==> src/rtl/id_ex_stage.sv <==
`default_nettype none
// ============================================================================
// Module : id_ex_stage
// Brief  : ID/EX pipeline register with load-use stall detection and
//          same-cycle operand forwarding from the EX/MEM and MEM/WB stages.
// Rev    : 1.0
// ============================================================================
module id_ex_stage #(
    parameter int W = 32
) (
    input  logic         clk,
    input  logic         rst_n,
    input  logic         id_valid,
    input  logic [4:0]   id_rs,
    input  logic [4:0]   id_rt,
    input  logic [4:0]   id_rd,
    input  logic [W-1:0] id_rs_data,
    input  logic [W-1:0] id_rt_data,
    input  logic [W-1:0] id_imm,
    input  logic         id_rt_used,
    input  logic [3:0]   id_alu_ctr,
    input  logic         id_alu_src,
    input  logic         id_reg_write,
    input  logic         id_mem_read,
    input  logic         id_mem_write,
    input  logic         flush,
    input  logic         exmem_reg_write,
    input  logic [4:0]   exmem_rd,
    input  logic [W-1:0] exmem_result,
    input  logic         memwb_reg_write,
    input  logic [4:0]   memwb_rd,
    input  logic [W-1:0] memwb_result,
    output logic [3:0]   ALU_ctr,
    output logic [W-1:0] data1,
    output logic [W-1:0] data2,
    output logic [W-1:0] ex_store_data,
    output logic         ex_valid,
    output logic         ex_reg_write,
    output logic         ex_mem_read,
    output logic         ex_mem_write,
    output logic [4:0]   ex_rd,
    output logic         stall
);

    localparam logic [3:0] C_ALU_NOP = 4'd15;

    logic         r_valid;
    logic [4:0]   r_rs;
    logic [4:0]   r_rt;
    logic [4:0]   r_rd;
    logic [W-1:0] r_rs_data;
    logic [W-1:0] r_rt_data;
    logic [W-1:0] r_imm;
    logic [3:0]   r_alu_ctr;
    logic         r_alu_src;
    logic         r_reg_write;
    logic         r_mem_read;
    logic         r_mem_write;

    logic         w_hazard;
    logic         w_capture;
    logic [W-1:0] w_fwd_a;
    logic [W-1:0] w_fwd_b;

    // Load in EX whose destination is read by the instruction in ID.
    assign w_hazard = id_valid && r_valid && r_mem_read && (r_rd != 5'd0) &&
                      ((r_rd == id_rs) || (id_rt_used && (r_rd == id_rt)));
    assign w_capture = !flush && !w_hazard;

    always_ff @(posedge clk or negedge rst_n) begin
        if (!rst_n) begin
            r_valid     <= 1'b0;
            r_rs        <= 5'd0;
            r_rt        <= 5'd0;
            r_rd        <= 5'd0;
            r_rs_data   <= '0;
            r_rt_data   <= '0;
            r_imm       <= '0;
            r_alu_ctr   <= C_ALU_NOP;
            r_alu_src   <= 1'b0;
            r_reg_write <= 1'b0;
            r_mem_read  <= 1'b0;
            r_mem_write <= 1'b0;
        end else if (w_capture) begin
            r_valid     <= id_valid;
            r_rs        <= id_rs;
            r_rt        <= id_rt;
            r_rd        <= id_rd;
            r_rs_data   <= id_rs_data;
            r_rt_data   <= id_rt_data;
            r_imm       <= id_imm;
            r_alu_ctr   <= id_alu_ctr;
            r_alu_src   <= id_alu_src;
            r_reg_write <= id_reg_write;
            r_mem_read  <= id_mem_read;
            r_mem_write <= id_mem_write;
        end else begin
            // Bubble: register numbers cleared so nothing forwards into it.
            r_valid     <= 1'b0;
            r_rs        <= 5'd0;
            r_rt        <= 5'd0;
            r_rd        <= 5'd0;
            r_rs_data   <= '0;
            r_rt_data   <= '0;
            r_imm       <= '0;
            r_alu_ctr   <= C_ALU_NOP;
            r_alu_src   <= 1'b0;
            r_reg_write <= 1'b0;
            r_mem_read  <= 1'b0;
            r_mem_write <= 1'b0;
        end
    end

    // EX/MEM is younger than MEM/WB, so it wins when both match.
    always_comb begin
        w_fwd_a = r_rs_data;
        if (exmem_reg_write && (exmem_rd == r_rs) && (r_rs != 5'd0)) begin
            w_fwd_a = exmem_result;
        end else if (memwb_reg_write && (memwb_rd == r_rs) && (r_rs != 5'd0)) begin
            w_fwd_a = memwb_result;
        end
    end

    always_comb begin
        w_fwd_b = r_rt_data;
        if (exmem_reg_write && (exmem_rd == r_rt) && (r_rt != 5'd0)) begin
            w_fwd_b = exmem_result;
        end else if (memwb_reg_write && (memwb_rd == r_rt) && (r_rt != 5'd0)) begin
            w_fwd_b = memwb_result;
        end
    end

    assign data1         = w_fwd_a;
    assign data2         = r_alu_src ? r_imm : w_fwd_b;
    assign ex_store_data = w_fwd_b;

    // A captured but invalid slot must look exactly like a bubble downstream.
    assign ex_valid      = r_valid;
    assign ex_reg_write  = r_valid && r_reg_write;
    assign ex_mem_read   = r_valid && r_mem_read;
    assign ex_mem_write  = r_valid && r_mem_write;
    assign ALU_ctr       = r_valid ? r_alu_ctr : C_ALU_NOP;
    assign ex_rd         = r_rd;
    assign stall         = w_hazard && !flush;

endmodule
`default_nettype wire

==> config.mk <==
export PLATFORM = sky130hd
export DESIGN_NAME = id_ex_stage
export DESIGN_NICKNAME = d
export VERILOG_FILES = /design/src/rtl/id_ex_stage.sv
export SDC_FILE = /design/constraint.sdc
export NUM_CORES = 1
export LEC_CHECK = 0
export ABC_AREA = 1
export BUFFER_PORTS_ARGS = -buffer_cell sky130_fd_sc_hd__buf_4
export CAP_MARGIN = 15
export CORE_AREA = 2 2 119 121
export CTS_CLUSTER_DIAMETER = 60
export CTS_CLUSTER_SIZE = 8
export DETAILED_ROUTE_END_ITERATION = 7
export DIE_AREA = 0 0 121 123
export GPL_ROUTABILITY_DRIVEN = 0
export PLACE_DENSITY = 0.93
export SLEW_MARGIN = 20
export SYNTH_ARGS = -nofsm -noshare
export SYNTH_HDL_FRONTEND = slang
export SYNTH_SLANG_ARGS = --single-unit
==> constraint.sdc <==
create_clock -name clk -period 4.05 [get_ports clk]
set_input_delay 0.405 -clock clk [delete_from_list [all_inputs] [get_ports clk]]
set_output_delay 0.405 -clock clk [all_outputs]
set_load 0.01 [all_outputs]
After elaboration in Yosys (flattened, before gate mapping)
Index checks and enable logic that the tools add are counted.

Register bits: 120. Input bits: 200. Output and inout bits: 110. Logic and storage cells: 60.

Equal/unequal tests: 6. Muxes and demuxes: 18. Reductions and logical operators: 24.

Operators by type and width (count): $mux 32 (8); $eq 5x5->1 (6); $logic_and 1x1->1 (18); $mux 5 (3); $reduce_bool 5->1 (3); $mux 4 (2); $mux 1 (5); $logic_not 1->1 (2); $logic_or 1x1->1 (1).

Logic depth before layout (Yosys ltp)
Gate-level depths: netlist of the first run.

Depth after elaboration: 7. Gate-level depth with buffers: 12. Gate-level depth less buffers: 11.

Worst setup path before layout of the first run
No wires, ideal clock.

Kind: reg-to-output. From: register r_rs[4]. To: output data1[10]. Arrival time: 1404 ps. Required time: 3645 ps. Setup slack: 2241 ps. Cell stages (with the launch flop): 7. Path buffers: 1. Path through: dfrtp_1 -> xnor2_1 -> nand3_1 -> nor3_2 -> nand2_1 -> clkbuf_1 -> o21ai_0.

Word-level cells in the longest chain between the ends: 5. Elaborated cells on any way between the ends: 9. Those cells by class: eq/ne: 2; mux: 2; reduce/logical: 5.

RTL lines: start, declared (RTL line 48) `logic [4:0] r_rs;`; start signal, assigned (RTL line 86) `r_rs <= id_rs;`; $eq 5x5->1 (RTL line 119) `end else if (memwb_reg_write && (memwb_rd == r_rs) && (r_rs != 5'd0)) begin`; $logic_and 1x1->1 (2 in series) (RTL line 119); $mux 32 (RTL line 119); $mux 32 * (RTL line 117) `if (exmem_reg_write && (exmem_rd == r_rs) && (r_rs != 5'd0)) begin`; end, declared (RTL line 34) `output logic [W-1:0] data1,`.

Every way passes the cells marked *; elsewhere a longest branch is shown, timed or not.

Worst setup path after layout of the first run
From: register r_rt[1]. To: output data2[3].

Word-level cells in the longest chain between the ends: 6. Elaborated cells on any way between the ends: 10. Those cells by class: eq/ne: 2; mux: 3; reduce/logical: 5.

RTL lines: start, declared (RTL line 49) `logic [4:0] r_rt;`; start signal, assigned (RTL line 87) `r_rt <= id_rt;`; $eq 5x5->1 (RTL line 128) `end else if (memwb_reg_write && (memwb_rd == r_rt) && (r_rt != 5'd0)) begin`; $logic_and 1x1->1 (2 in series) (RTL line 128); $mux 32 (RTL line 128); $mux 32 * (RTL line 126) `if (exmem_reg_write && (exmem_rd == r_rt) && (r_rt != 5'd0)) begin`; $mux 32 * (RTL line 134) `assign data2 = r_alu_src ? r_imm : w_fwd_b;`; end, declared (RTL line 35) `output logic [W-1:0] data2,`.

Marks and branches as above.

==> results of run 1 <==
==> final timing paths <==
check	startpoint	to	slack (ps)
hold reg to reg	r_mem_read$_DFF_PN0_	r_alu_ctr[1]$_DFF_PN1_	860
setup / recovery	r_rt[1]$_DFF_PN0_	data2[3]	810
hold / removal	rst_n	ex_rd[4]$_DFF_PN0_	40
max in group asynchronous	rst_n	r_alu_ctr[2]$_DFF_PN1_	3010
setup reg to reg	ex_rd[2]$_DFF_PN0_	r_rs_data[12]$_DFF_PN0_	1760
min in group clk	id_alu_ctr[0]	r_alu_ctr[0]$_DFF_PN1_	190
==> registers in the layout, indices dropped and copies added (netlist names), 4 cells and up <==
register,flops
r_rs_data,32
r_rt_data,32
r_imm,32
r_rs,5
ex_rd,5
r_rt,5
r_alu_ctr,4
==> metrics by stage <==
stage | area, um^2 | util [%]
2_1_floorplan | 6918 | -
3_3_place_gp | 9338 | 68.60
3_5_place_dp | 9338 | 68.60
4_1_cts | 9920 | 72.87
5_1_grt | 9925 | 72.91
6_report | 9925 | 72.91
==> layout by cell type (no fill, tap or decap), drive strengths merged <==
cell,instances
clkinvlp,3
nand2,179
xnor2,5
and2,32
bufinv,2
clkbuf,20
or2,1
dfstp,4
nand3,171
o21ai,32
nand3b,37
nand4,1
clkinv,6
inv,211
o211ai,2
xor2,4
a21oi,5
o22ai,3
nor2,128
nor3,3
dfrtp,116
buf,323
==> worst reg2reg max path: cells and delay by family, from the launching register on <==
family	cells	cell delay, ps
compound gates	1	170
buf+inv	1	370
flops	1	420
simple gates	6	1190
==> where the power goes <==
group          leakage (nW)  internal (mW)  switching [mW]
logic                  4.01          0.329           0.378
clock network         0.282          0.933           0.541
registers              1.54           1.26          0.0257
==> cells in the mapped netlist, drive strengths merged <==
master / count
a21oi: 5
and2: 32
buf: 41
clkbuf: 11
dfrtp: 116
dfstp: 4
inv: 210
nand2: 179
nand3: 171
nand3b: 37
nand4: 1
nor2: 128
nor3: 3
o211ai: 2
o21ai: 32
o22ai: 3
or2: 1
xnor2: 5
xor2: 4
==> cell families after synthesis <==
family	Yosys count
xor+xnor	9
compound gates	42
flops	120
simple gates	552
buf+inv	262
==> layout make-up <==
class	instances	share of cell area, %
Multi-Input combinational cell	603	29.06
Inverter	210	7.943
Timing Repair Buffer	323	24.56
Clock inverter	12	1.261
Tap cell	180	2.269
Clock buffer	20	4.602
Sequential cell	120	30.31
==> metal layers <==
layer	vias to the layer above	wire length (um)	track usage, %
li1	3561	-	-
met1	3593	8599	36.59
met2	512	12750	58.29
met3	99	2319	8.164
met4	0	982	18.17
met5	-	0	0
==> impl_metrics.csv, run 1 <==
group,metric,value,unit
outcome,status,"finished clean",
route,drtIter0Drc,716,
logic_synthesis,ys_ff_latch,120,
global_route,grt_antenna_before_repair,0,
logic_synthesis,avgSynthCellArea,7.023,um^2
critical_path,cp_num_buf_inv,3,
route,wl_per_cell,16.79,um
clock_tree,cts_tree,"built",
timing,hold_violations,0,
critical_path,cp-start-kind,"flop",
timing,setup_viol,0,
critical_path,endpoint_kind,"output port",
timing,drv_slew,0,
placed_design,hpwl,17020,um
global_route,grt_pass1_vias,7674,
clock_tree,ctsHoldBuffers,0,
power,vdd_drop_max,0.2840,mV
critical_path,worst_path_max_delay_cell,"nand2_1",
global_route,grt_use_total,33.02,%
clock_tree,clockBufferDepth,2,
layout,drive_gt1_share,28.96,%
die,dieArea,14880,um^2
layout,synthToLayoutAreaGrowth,43.46,%
route,dr.pass1.iters,8,
critical_path,cp_common_cell,"nand2_1",
layout,nFillCells,996,
die,row_count,43,
die,ios,310,
run,drv_cap,0,
route,viasPerCell,5.290,
critical_path,criticalPathCategory,"flop to output port",
timing,fin_crit_sh,80.06,%
logic_synthesis,synth_top_family_by_area,"simple AND/OR/NAND/NOR gates",
clock_tree,cts-root-buf,"clkbuf_16",
clock_tree,clk_latency,410,ps
logic_synthesis,synthAdderAreaFrac,0,%
layout,n_antenna_cell,0,
critical_path,crit_path_max_incr_delay,640,ps
logic_synthesis,syn-cell-area,6918,um^2
global_route,grt_start_max_net_pins,64,
die,die_h,123,um
clock_tree,postCtsResizedCells,0,
critical_path,cp_max_fo,22,
die,initial_core_util,50.82,%
logic_synthesis,synth.distinct_cells,28,
logic_synthesis,synth-xor-area-share,1.139,%
logic_synthesis,synthCells,985,
timing,rsz0062_at_grt,"no",
logic_synthesis,synth_compound_area_share,3.165,%
layout,multiInputGateArea,2884,um^2
logic_synthesis,synth_top_area_share,41.96,%
power,leakage,5.830,nW
power,power.density,349.6,nW/um^2
critical_path,r2r_cells,8,
logic_synthesis,ys_seq_area_share,43.48,%
die,fp.dieW,121,um
logic_synthesis,syn-num-nets,1185,
clock_tree,htree_levels,4,
critical_path,worstPathRequired,3640,ps
timing,worstMarginPinSlew,884.8,ps
timing,min_period,3242,ps
clock_tree,clkTransAtPathRegs,50,ps
logic_synthesis,synth_area_leader_cell,"dfrtp_1",
power,power,3.469,mW
logic_synthesis,synthSimpleGateAreaFrac,36.84,%
layout,seqCellArea,3008,um^2
clock_tree,clock_sinks,120,
critical_path,critPathTopFamily,"simple AND/OR/NAND/NOR gates",
route,ant_nets,0,
route,num_vias,7765,
timing,timing.slew.headroom,40.87,%
die,core_area,13610,um^2
logic_synthesis,muxShareOfSynthArea,0,%
global_route,gr-total-overflow,0,
logic_synthesis,yosys-top-cells-area,"dfrtp_1, nand3_1, inv_1, nand2_1, nor2_1",
route,drc,0,
timing,fmax,308.4,MHz
clock_tree,post_cts_buffers,0,
timing,fin_setup_tns,0,ps
timing,setup_ws,807.6,ps
logic_synthesis,yosys_warnings,0,
timing,fin_skew,4.320,ps
global_route,grt_pass1_wl,37430,um
timing,holdWs,35.76,ps
placed_design,port_buffers,309,
route,wl,24660,um
layout,finalNetCount,1475,
placed_design,dp_cells,1436,
layout,final_cells,1468,
clock_tree,cts_buffers,17,
placed_design,pre_cts_slack,1142,ps
worst_hold_path,hp-class,"input port to async pin",
critical_path,path_cells,"inv_1 -> nand2_1 -> nor2_1 -> nor2_4 -> nand2_1 -> buf_4 -> nand2_1 -> nand3_1 -> nand3_1 -> nand2_1 -> buf_4",
critical_path,cp.depth,11,
critical_path,worstPathArrival,2840,ps
Note: power is estimated with default switching activity, not from simulation.
==> inputs of run 2 (changes only) <==
- CORE_AREA: 2 2 119 121 -> not set
- CORE_ASPECT_RATIO: not set -> 1.25
- CORE_UTILIZATION: not set -> 48
- DIE_AREA: 0 0 121 123 -> not set
- PLACE_DENSITY: 0.93 -> 0.88
- clock period: 4.05 -> 3.05 ns (I/O delays scaled with it)
==> impl_metrics.csv, run 2 (synthesized netlist as in run 1, its figures left out) <==
group,metric,value,unit
outcome,status,"finished clean",
clock_tree,clk_latency,400,ps
layout,synthToLayoutAreaGrowth,44.62,%
route,drtIter0Drc,531,
power,seq_power_share,36.3,%
critical_path,crit_path_max_incr_delay,460,ps
global_route,grt_pass1_wl,35330,um
timing,timing.slew.headroom,41.08,%
critical_path,r2r_cells,8,
layout,nFillCells,1126,
power,power.density,470.5,nW/um^2
route,wl_per_cell,15.98,um
placed_design,hpwl,16790,um
global_route,gr-total-overflow,0,
timing,fin_skew,7.845,ps
power,clkPwrFrac,43.9,%
global_route,grt_antenna_before_repair,0,
power,vdd_drop_max,0.3663,mV
timing,fmax,347.1,MHz
route,num_vias,7563,
critical_path,cp_max_fo,17,
critical_path,cp.depth,11,
timing,hold_violations,0,
timing,setup_viol,0,
power,p_switching,1.222,mW
die,core_area,13930,um^2
critical_path,cp_common_cell,"nand2_1",
layout,finalNetCount,1480,
critical_path,worstPathRequired,2740,ps
power,intPower,3.485,mW
power,leakage,5.867,nW
critical_path,worst_path_max_delay_cell,"nor2_4",
timing,rsz0062_at_grt,"no",
timing,fin_setup_tns,0,ps
critical_path,endpoint_kind,"output port",
layout,drive_gt1_share,29.16,%
global_route,grt_pass1_vias,7503,
worst_hold_path,hp-class,"input port to flop",
clock_tree,post_cts_buffers,0,
layout,reg.largest.list,"r_imm (32), r_rs_data (32), r_rt_data (32)",
clock_tree,htree_levels,4,
critical_path,criticalPathCategory,"flop to output port",
die,initial_core_util,49.65,%
critical_path,regToRegEndpoint,"r_rt_data[27]$_DFF_PN0_",
power,swShare,25.97,%
layout,layout_commonest_cell,"buf_4",
timing,fin_crit_sh,94.45,%
die,die_h,136.2,um
route,viasPerCell,5.152,
route,drc,0,
die,dieArea,14900,um^2
die,ios,310,
critical_path,cp_num_buf_inv,3,
clock_tree,cts-root-buf,"clkbuf_16",
timing,drv_slew,0,
critical_path,crit_end,"data2[27]",
placed_design,port_buffers,309,
die,fp.dieW,109.4,um
global_route,grt_use_total,31.33,%
route,wl,23460,um
critical_path,startpoint,"r_rt[3]$_DFF_PN0_",
clock_tree,cts_buffers,17,
layout,final_cell_mix,"buf_4, inv_1, nand2_1, nand3_1, nor2_1",
power,comb_power_share,19.7,%
die,row_count,48,
worst_hold_path,min_path_cells,2,
route,dr.pass1.iters,5,
global_route,grt_start_max_net_pins,66,
run,drv_cap,0,
critical_path,rrSetupSlack,1050,ps
layout,n_antenna_cell,0,
clock_tree,cts_tree,"built",
clock_tree,clockBufferDepth,2,
clock_tree,clock_sinks,120,
critical_path,r2r_start,"ex_rd[2]$_DFF_PN0_",
critical_path,worstPathArrival,2580,ps
timing,min_period,2881,ps
timing,worstMarginPinSlew,882.9,ps
critical_path,critPathTopFamily,"simple AND/OR/NAND/NOR gates",
critical_path,cp-start-kind,"flop",
route,ant_nets,0,
critical_path,path_cells,"inv_2 -> a21oi_1 -> nand2_2 -> nor2_4 -> nand2_1 -> buf_4 -> nand2_1 -> nand3_1 -> nand3_1 -> nand2_1 -> buf_4",
power,power,4.707,mW
clock_tree,clkTransAtPathRegs,50,ps
run 2: power groups by stage:
| stage | logic [mW] | clock network (mW) | registers (mW) |
|---|---|---|---|
| after floorplan | 0.408 | 0 | 1.73 |
| after global placement | 0.899 | 0 | 1.73 |
| after detailed placement | 0.914 | 0 | 1.74 |
| after CTS | 0.924 | 2.09 | 1.71 |
| after global routing | 1.01 | 2.16 | 1.72 |
| final | 0.929 | 2.07 | 1.71 |
run 2: worst min path at each step:
stage / from / endpoint / slack, ps
floorplan: rst_n / ex_rd[0]$_DFF_PN0_ / 9
global placement: rst_n / ex_rd[0]$_DFF_PN0_ / 370
detailed placement: rst_n / ex_rd[1]$_DFF_PN0_ / 380
CTS: id_alu_ctr[3] / r_alu_ctr[3]$_DFF_PN1_ / 90
global route: id_alu_ctr[3] / r_alu_ctr[3]$_DFF_PN1_ / 100
finish: id_alu_ctr[3] / r_alu_ctr[3]$_DFF_PN1_ / 100
run 2: through the flow:
stage / hold WS, ps / setup WS (ps) / util [%] / instance area, um^2 / cells
finish: 95.86 / 169.3 / 71.80 / 10000 / 1468
floorplan: 9.409 / 1341 / - / 6918 / 985
CTS: 88.98 / 35.45 / 71.69 / 9988 / 1467
global route: 95.87 / 2.258 / 71.80 / 10000 / 1468
global placement: 367.9 / 554.1 / 67.22 / 9366 / 1434
detailed placement: 376.5 / 523.2 / 67.22 / 9366 / 1434
run 2: final cells by class:
cell class                      count  area [um^2]  area share (%)
Multi-Input combinational cell    604         2895           28.94
Clock inverter                      8        120.1           1.201
Tap cell                          175        219.0           2.189
Sequential cell                   120         3008           30.06
Clock buffer                       24        491.7           4.915
Inverter                          210        788.3           7.879
Timing Repair Buffer              327         2482           24.81
run 2: timing repair:
| item | CTS | global route |
|---|---|---|
| endpoints found under the hold margin | 46 | 0 |
| gates resized for setup | 0 | 3 |
| endpoints found under the setup margin | 0 | 82 |
| hold buffers | 1 | 0 |
run 2: layer usage:
metal	up-vias	wire length, um	part of all wire, %	global-route usage, %
li1	3565	-	-	-
met1	3520	8333	36	33.16
met2	400	12330	53	56.15
met3	78	1805	7.7	7.383
met4	0	988	4.2	17.85
met5	-	0	0	0
